## src/rtl/pipe_hazard_ctrl_if.sv

```systemverilog
// rtl/pipe_hazard_ctrl_if.sv - hazard controller pipeline signal bundle
interface pipe_hazard_ctrl_if;
   logic [4:0]  d_rs;
   logic [4:0]  d_rt;
   logic [1:0]  d_tuse_rs;
   logic [1:0]  d_tuse_rt;
   logic [4:0]  e_wa;
   logic [4:0]  m_wa;
   logic [1:0]  e_tnew;
   logic [1:0]  m_tnew;
   logic        d_md;
   logic        e_md_start;
   logic        e_md_div;
   logic        d_eret;
   logic        e_epc_wr;
   logic        m_epc_wr;
   logic        exc_req;
   logic        pc_we;
   logic        fd_we;
   logic        de_we;
   logic        fd_clear;
   logic        de_clear;
   logic        em_clear;
   logic        mw_clear;
   logic        stall;
   logic        md_busy;
   logic [31:0] stall_cnt;

   modport master (
      output d_rs, d_rt, d_tuse_rs, d_tuse_rt, e_wa, m_wa, e_tnew, m_tnew,
             d_md, e_md_start, e_md_div, d_eret, e_epc_wr, m_epc_wr, exc_req,
      input  pc_we, fd_we, de_we, fd_clear, de_clear, em_clear, mw_clear,
             stall, md_busy, stall_cnt
   );

   modport slave (
      input  d_rs, d_rt, d_tuse_rs, d_tuse_rt, e_wa, m_wa, e_tnew, m_tnew,
             d_md, e_md_start, e_md_div, d_eret, e_epc_wr, m_epc_wr, exc_req,
      output pc_we, fd_we, de_we, fd_clear, de_clear, em_clear, mw_clear,
             stall, md_busy, stall_cnt
   );
endinterface

```

## src/rtl/pipe_hazard_ctrl.sv

```systemverilog
// rtl/pipe_hazard_ctrl.sv - D-stage stall/flush control with mult/div busy tracking
// Optional stall counter enabled by PIPE_HAZARD_CTRL_PERF_EN.
module pipe_hazard_ctrl (
   input logic                clk,
   input logic                reset,
   pipe_hazard_ctrl_if.slave  hz
);

   typedef enum logic {IDLE, BUSY} md_state_t;

   md_state_t  state_q, state_d;
   logic [3:0] cnt_q, cnt_d;
   logic       md_busy;
   logic       rs_hazard, rt_hazard, md_hazard, eret_hazard;
   logic       stall;

   function automatic logic reg_hazard(
      input logic [4:0] r,
      input logic [1:0] tuse,
      input logic [4:0] e_wa,
      input logic [1:0] e_tnew,
      input logic [4:0] m_wa,
      input logic [1:0] m_tnew
   );
      return (r != 5'd0) && (tuse != 2'd3) &&
             (((r == e_wa) && (tuse < e_tnew)) || ((r == m_wa) && (tuse < m_tnew)));
   endfunction

   always_ff @(posedge clk) begin
      if (reset) begin
         state_q <= IDLE;
         cnt_q   <= 4'd0;
      end else begin
         state_q <= state_d;
         cnt_q   <= cnt_d;
      end
   end

   // A start during BUSY cannot reach E legally, so it is simply ignored there.
   always_comb begin
      state_d = state_q;
      cnt_d   = cnt_q;
      case (state_q)
         IDLE: begin
            if (hz.e_md_start && !hz.exc_req) begin
               state_d = BUSY;
               cnt_d   = hz.e_md_div ? 4'd10 : 4'd5;
            end
         end
         BUSY: begin
            cnt_d = cnt_q - 4'd1;
            if (cnt_q == 4'd1) state_d = IDLE;
         end
         default: begin
            state_d = IDLE;
            cnt_d   = 4'd0;
         end
      endcase
   end

   assign md_busy = (state_q == BUSY) && !reset;

   assign rs_hazard   = reg_hazard(hz.d_rs, hz.d_tuse_rs, hz.e_wa, hz.e_tnew, hz.m_wa, hz.m_tnew);
   assign rt_hazard   = reg_hazard(hz.d_rt, hz.d_tuse_rt, hz.e_wa, hz.e_tnew, hz.m_wa, hz.m_tnew);
   assign md_hazard   = hz.d_md && (md_busy || hz.e_md_start);
   assign eret_hazard = hz.d_eret && (hz.e_epc_wr || hz.m_epc_wr);
   assign stall       = (rs_hazard || rt_hazard || md_hazard || eret_hazard) &&
                        !hz.exc_req && !reset;

   // Priority: flush (reset/exception) over stall over eret delay-slot kill.
   always_comb begin
      hz.pc_we    = 1'b1;
      hz.fd_we    = 1'b1;
      hz.de_we    = 1'b1;
      hz.fd_clear = 1'b0;
      hz.de_clear = 1'b0;
      hz.em_clear = 1'b0;
      hz.mw_clear = 1'b0;
      if (reset || hz.exc_req) begin
         hz.fd_clear = 1'b1;
         hz.de_clear = 1'b1;
         hz.em_clear = 1'b1;
         hz.mw_clear = 1'b1;
      end else if (stall) begin
         hz.pc_we    = 1'b0;
         hz.fd_we    = 1'b0;
         hz.de_clear = 1'b1;
      end else if (hz.d_eret) begin
         hz.fd_clear = 1'b1;
      end
   end

   assign hz.stall   = stall;
   assign hz.md_busy = md_busy;

`ifdef PIPE_HAZARD_CTRL_PERF_EN
   logic [31:0] stall_cnt_q;

   always_ff @(posedge clk) begin
      if (reset)
         stall_cnt_q <= 32'd0;
      else if (stall)
         stall_cnt_q <= stall_cnt_q + 32'd1;
   end

   assign hz.stall_cnt = stall_cnt_q;
`else
   assign hz.stall_cnt = 32'd0;
`endif

endmodule

```

## src/flat_wrapper.sv

```systemverilog
// flat-port wrapper written by rule: the top's interface ports become plain ports
module pipe_hazard_ctrl_flat 
  (clk, reset, hz_d_rs, hz_d_rt, hz_d_tuse_rs, hz_d_tuse_rt, hz_e_wa, hz_m_wa, hz_e_tnew, hz_m_tnew, hz_d_md, hz_e_md_start, hz_e_md_div, hz_d_eret, hz_e_epc_wr, hz_m_epc_wr, hz_exc_req, hz_pc_we, hz_fd_we, hz_de_we, hz_fd_clear, hz_de_clear, hz_em_clear, hz_mw_clear, hz_stall, hz_md_busy, hz_stall_cnt);
  pipe_hazard_ctrl_if hz_i ();
  input logic clk;
  input logic reset;
  input wire logic [$bits(hz_i.d_rs)-1:0] hz_d_rs;
  input wire logic [$bits(hz_i.d_rt)-1:0] hz_d_rt;
  input wire logic [$bits(hz_i.d_tuse_rs)-1:0] hz_d_tuse_rs;
  input wire logic [$bits(hz_i.d_tuse_rt)-1:0] hz_d_tuse_rt;
  input wire logic [$bits(hz_i.e_wa)-1:0] hz_e_wa;
  input wire logic [$bits(hz_i.m_wa)-1:0] hz_m_wa;
  input wire logic [$bits(hz_i.e_tnew)-1:0] hz_e_tnew;
  input wire logic [$bits(hz_i.m_tnew)-1:0] hz_m_tnew;
  input wire logic [$bits(hz_i.d_md)-1:0] hz_d_md;
  input wire logic [$bits(hz_i.e_md_start)-1:0] hz_e_md_start;
  input wire logic [$bits(hz_i.e_md_div)-1:0] hz_e_md_div;
  input wire logic [$bits(hz_i.d_eret)-1:0] hz_d_eret;
  input wire logic [$bits(hz_i.e_epc_wr)-1:0] hz_e_epc_wr;
  input wire logic [$bits(hz_i.m_epc_wr)-1:0] hz_m_epc_wr;
  input wire logic [$bits(hz_i.exc_req)-1:0] hz_exc_req;
  output wire logic [$bits(hz_i.pc_we)-1:0] hz_pc_we;
  output wire logic [$bits(hz_i.fd_we)-1:0] hz_fd_we;
  output wire logic [$bits(hz_i.de_we)-1:0] hz_de_we;
  output wire logic [$bits(hz_i.fd_clear)-1:0] hz_fd_clear;
  output wire logic [$bits(hz_i.de_clear)-1:0] hz_de_clear;
  output wire logic [$bits(hz_i.em_clear)-1:0] hz_em_clear;
  output wire logic [$bits(hz_i.mw_clear)-1:0] hz_mw_clear;
  output wire logic [$bits(hz_i.stall)-1:0] hz_stall;
  output wire logic [$bits(hz_i.md_busy)-1:0] hz_md_busy;
  output wire logic [$bits(hz_i.stall_cnt)-1:0] hz_stall_cnt;
  assign hz_i.d_rs = hz_d_rs;
  assign hz_i.d_rt = hz_d_rt;
  assign hz_i.d_tuse_rs = hz_d_tuse_rs;
  assign hz_i.d_tuse_rt = hz_d_tuse_rt;
  assign hz_i.e_wa = hz_e_wa;
  assign hz_i.m_wa = hz_m_wa;
  assign hz_i.e_tnew = hz_e_tnew;
  assign hz_i.m_tnew = hz_m_tnew;
  assign hz_i.d_md = hz_d_md;
  assign hz_i.e_md_start = hz_e_md_start;
  assign hz_i.e_md_div = hz_e_md_div;
  assign hz_i.d_eret = hz_d_eret;
  assign hz_i.e_epc_wr = hz_e_epc_wr;
  assign hz_i.m_epc_wr = hz_m_epc_wr;
  assign hz_i.exc_req = hz_exc_req;
  assign hz_pc_we = hz_i.pc_we;
  assign hz_fd_we = hz_i.fd_we;
  assign hz_de_we = hz_i.de_we;
  assign hz_fd_clear = hz_i.fd_clear;
  assign hz_de_clear = hz_i.de_clear;
  assign hz_em_clear = hz_i.em_clear;
  assign hz_mw_clear = hz_i.mw_clear;
  assign hz_stall = hz_i.stall;
  assign hz_md_busy = hz_i.md_busy;
  assign hz_stall_cnt = hz_i.stall_cnt;
  pipe_hazard_ctrl u_core (.clk(clk), .reset(reset), .hz(hz_i));
endmodule
```

## config.mk

```make
export PLATFORM = sky130hd
export DESIGN_NAME = pipe_hazard_ctrl_flat
export DESIGN_NICKNAME = d
export VERILOG_FILES = /design/src/rtl/pipe_hazard_ctrl_if.sv /design/src/rtl/pipe_hazard_ctrl.sv /design/src/flat_wrapper.sv
export SDC_FILE = /design/constraint.sdc
export NUM_CORES = 1
export LEC_CHECK = 0
export BUFFER_PORTS_ARGS = -buffer_cell sky130_fd_sc_hd__buf_2
export CORE_ASPECT_RATIO = 1.75
export CORE_MARGIN = 8
export CORE_UTILIZATION = 40
export DETAILED_ROUTE_END_ITERATION = 8
export HOLD_SLACK_MARGIN = 0.15
export PLACE_DENSITY = 0.81
export SLEW_MARGIN = 20
export SYNTH_ARGS = -nofsm -noshare
export SYNTH_HDL_FRONTEND = slang
export SYNTH_SLANG_ARGS = --single-unit
```

## constraint.sdc

```tcl
create_clock -name clk -period 2.1 [get_ports clk]
set_input_delay 0.21 -clock clk [delete_from_list [all_inputs] [get_ports clk]]
set_output_delay 0.21 -clock clk [all_outputs]
set_load 0.05 [all_outputs]
```

==> flow_summary.toml <==
[sta]
setup_viol = 0
max_freq_mhz = 492
period_needed_ns = 2.03
worst_slack_ns = 0.0663
min_period_over_period_pct = 96.8
slew_violations = 0
hold_viol = 0
grt_setup_unrepaired = "true"
holdWs_ns = 0.255
clock_skew_ns = 0.000141

[critical_path]
end_kind = "output pin"
critPathSlowestCell = "a2111oi_4"
reg2reg_to = "u_core.cnt_q[3]"
cp_data_arrival_time_ns = 1.82
reg2reg_depth = 4
startpoint_type = "primary input"
timing.reg2reg.setup_slack_ns = 0.85
reg2reg_from = "u_core.cnt_q[0]"
worst-setup-path-type = "in -> out"
critPathRequiredTime_ns = 1.89
max_stage_delay_ns = 0.33
path_max_fanout = 3
cp_cell_sequence = "buf_8, inv_8, ha_4, a2111oi_4, nand4_1, a221oi_2, buf_4, o31ai_4, buf_6"
crit_start = "hz_e_tnew[1]"
endpoint = "hz_fd_we"

[outcome]
status = "finished, final reports clean"

[route]
dr.pass1.iters = 4
drtAntennaViolNets = 0
vias = 959
wl_per_cell_um = 14.4
avgViaCountPerCell = 4.72
route.detailed.drc = 0
drtIter0Drc = 11
routed_wl_mm = 2.93

[synth]
synthSimpleGateAreaFrac_pct = 17.7
synth_edf_count = 0
yosysSeqAreaShare_pct = 9.93
synthXorXnorAreaFrac_pct = 17.4
synth_most_common_cell = "buf_4"
synth-compound-area-share_pct = 18.1
synthAdderAreaFrac_pct = 7.44
yosys_most_used_dff = "dfxtp_1"
synth_top_family_by_area = "buffers and inverters"
synthArstFlopShare_pct = 0
yosysWarnings = 0
synth.area.mux_share_pct = 0
synth_area_um2 = 1010
synthTopCellsByCount = "buf_4, nor2_1, xnor2_1"
synthCells = 130
synth_top_area_share_pct = 26.1
yosys.area.top_type = "buf_4"
ys_top_cells_by_area = "buf_4, xnor2_1, dfxtp_1"
ys_types = 29
ys_seq_elements = 5
syn_area_per_cell_um2 = 7.76

[clock_network]
cts_hold_buf = 0
clock-root-buffer = "clkbuf_8"
cts_sinks = 5
cts_made_buffers = 3
insertion_delay_ns = 0.22
post-cts-setup-buffers = 0
cts_tree = "built"
clockBufferDepth = 2
path_clk_slew_ns = 0.04
htree_levels = 1

[min_path]
hold_depth = 2
hold_path.class = "in -> reg"

[run]
max_cap_viol_count = 0

[power_and_ir_drop]
p_leak_uw = 0.000601
max-vdd-ir-drop_mv = 0.273
power.density_nw_per_um2 = 505

[die]
start_util_pct = 41.5
rows = 24
die_height_um = 82.4
dieArea_um2 = 4450
ios = 78
core_area_um2 = 2430
die_w_um = 54.0

[place]
place_congestion = 0.862
portBuffers = 44
preCtsSetupSlack_ns = -0.0504
dp_hpwl_mm = 2.53

[final_layout]
nets = 221
drive_above_1_share_pct = 37.9
syn_to_final_growth_pct = 33.3
antenna_cells = 0

[global_route]
grt_usage_pct = 12.4
grt_pass1_wl_mm = 4.21
grt_pass1_vias = 1020
antenna_found_initial = 0
grt_start_max_net_pins = 9
overflow = 0
[state kept, by name, summed over array words and instances (netlist names)]
name	cells
u_core.cnt_q	4
u_core.state_q	1
[cell families after synthesis]
kind of cell,count (synthesis)
AOI/OAI and AO/OA,20
xor gates and xnor gates,20
adders and majority gates,6
buffers and inverters,42
DFF,5
other,2
and+or+nand+nor,35
[worst min path at each step]
stage | startpoint | end
finish | reset | u_core.cnt_q[2]
floorplan | reset | u_core.cnt_q[2]
detailed placement | reset | u_core.cnt_q[1]
global placement | reset | u_core.cnt_q[2]
global route | reset | u_core.cnt_q[2]
CTS | reset | u_core.cnt_q[1]
[placed cells by master (no fill, tap or decap), types with 4 or more instances in the layout]
master,count
buf_2,37
conb_1,33
xnor2_1,12
nor2_1,11
xor2_1,8
nand2b_1,5
buf_4,5
dfxtp_1,5
inv_1,4
nand4_1,4
nand2_1,4
ha_4,4
buf_6,4
[where the power goes]
group	leakage [uW]	total [uW]	switching, uW	internal, uW
sequential	0.0000412	113	9.18	104
combinational	0.000537	387	270	117
clock	0.0000228	178	47.8	130
total	0.000601	678	327	351
[worst max-delay path, delay by kind of cell]
kind / cells / cell delay (ns)
compound gates: 3 / 0.74
buf+inv: 4 / 0.52
fa+ha+maj: 1 / 0.19
simple gates: 1 / 0.16
[area by class of cell]
type | instances | area [um^2]
Tap cell | 26 | 32.5
Timing Repair Buffer | 48 | 290
Inverter | 6 | 30.0
Fill cell | 246 | 1090
Multi-Input combinational cell | 114 | 846
Sequential cell | 5 | 100
Clock buffer | 4 | 45.0
[through the flow]
step,cells,total power [uW],instance area (um^2),setup TNS (ns),utilization [%]
2_1_floorplan,161,427,1150,0,-
3_3_place_gp,199,457,1160,-0.0881,47.8
3_5_place_dp,199,460,1160,-0.159,47.8
4_1_cts,203,644,1220,-0.0233,50.1
5_1_grt,203,712,1340,-0.0197,55.2
6_report,203,678,1340,0,55.2
[routing by layer]
layer	routed length, um	GRT usage (%)	up-vias
met2	1610	23.8	54
met5	0	0	-
li1	-	-	476
met1	973	11.3	427
met3	325	4.30	2
met4	19	3.81	0
[timing repair]
item | in CTS | in global routing
gates cloned | 0 | 0
hold endpoints to repair | 0 | 0
endpoints found under the setup margin | 5 | 5
pin swaps | 2 | 9
resized for setup | 4 | 20
Note: power is estimated with default switching activity, not from simulation.
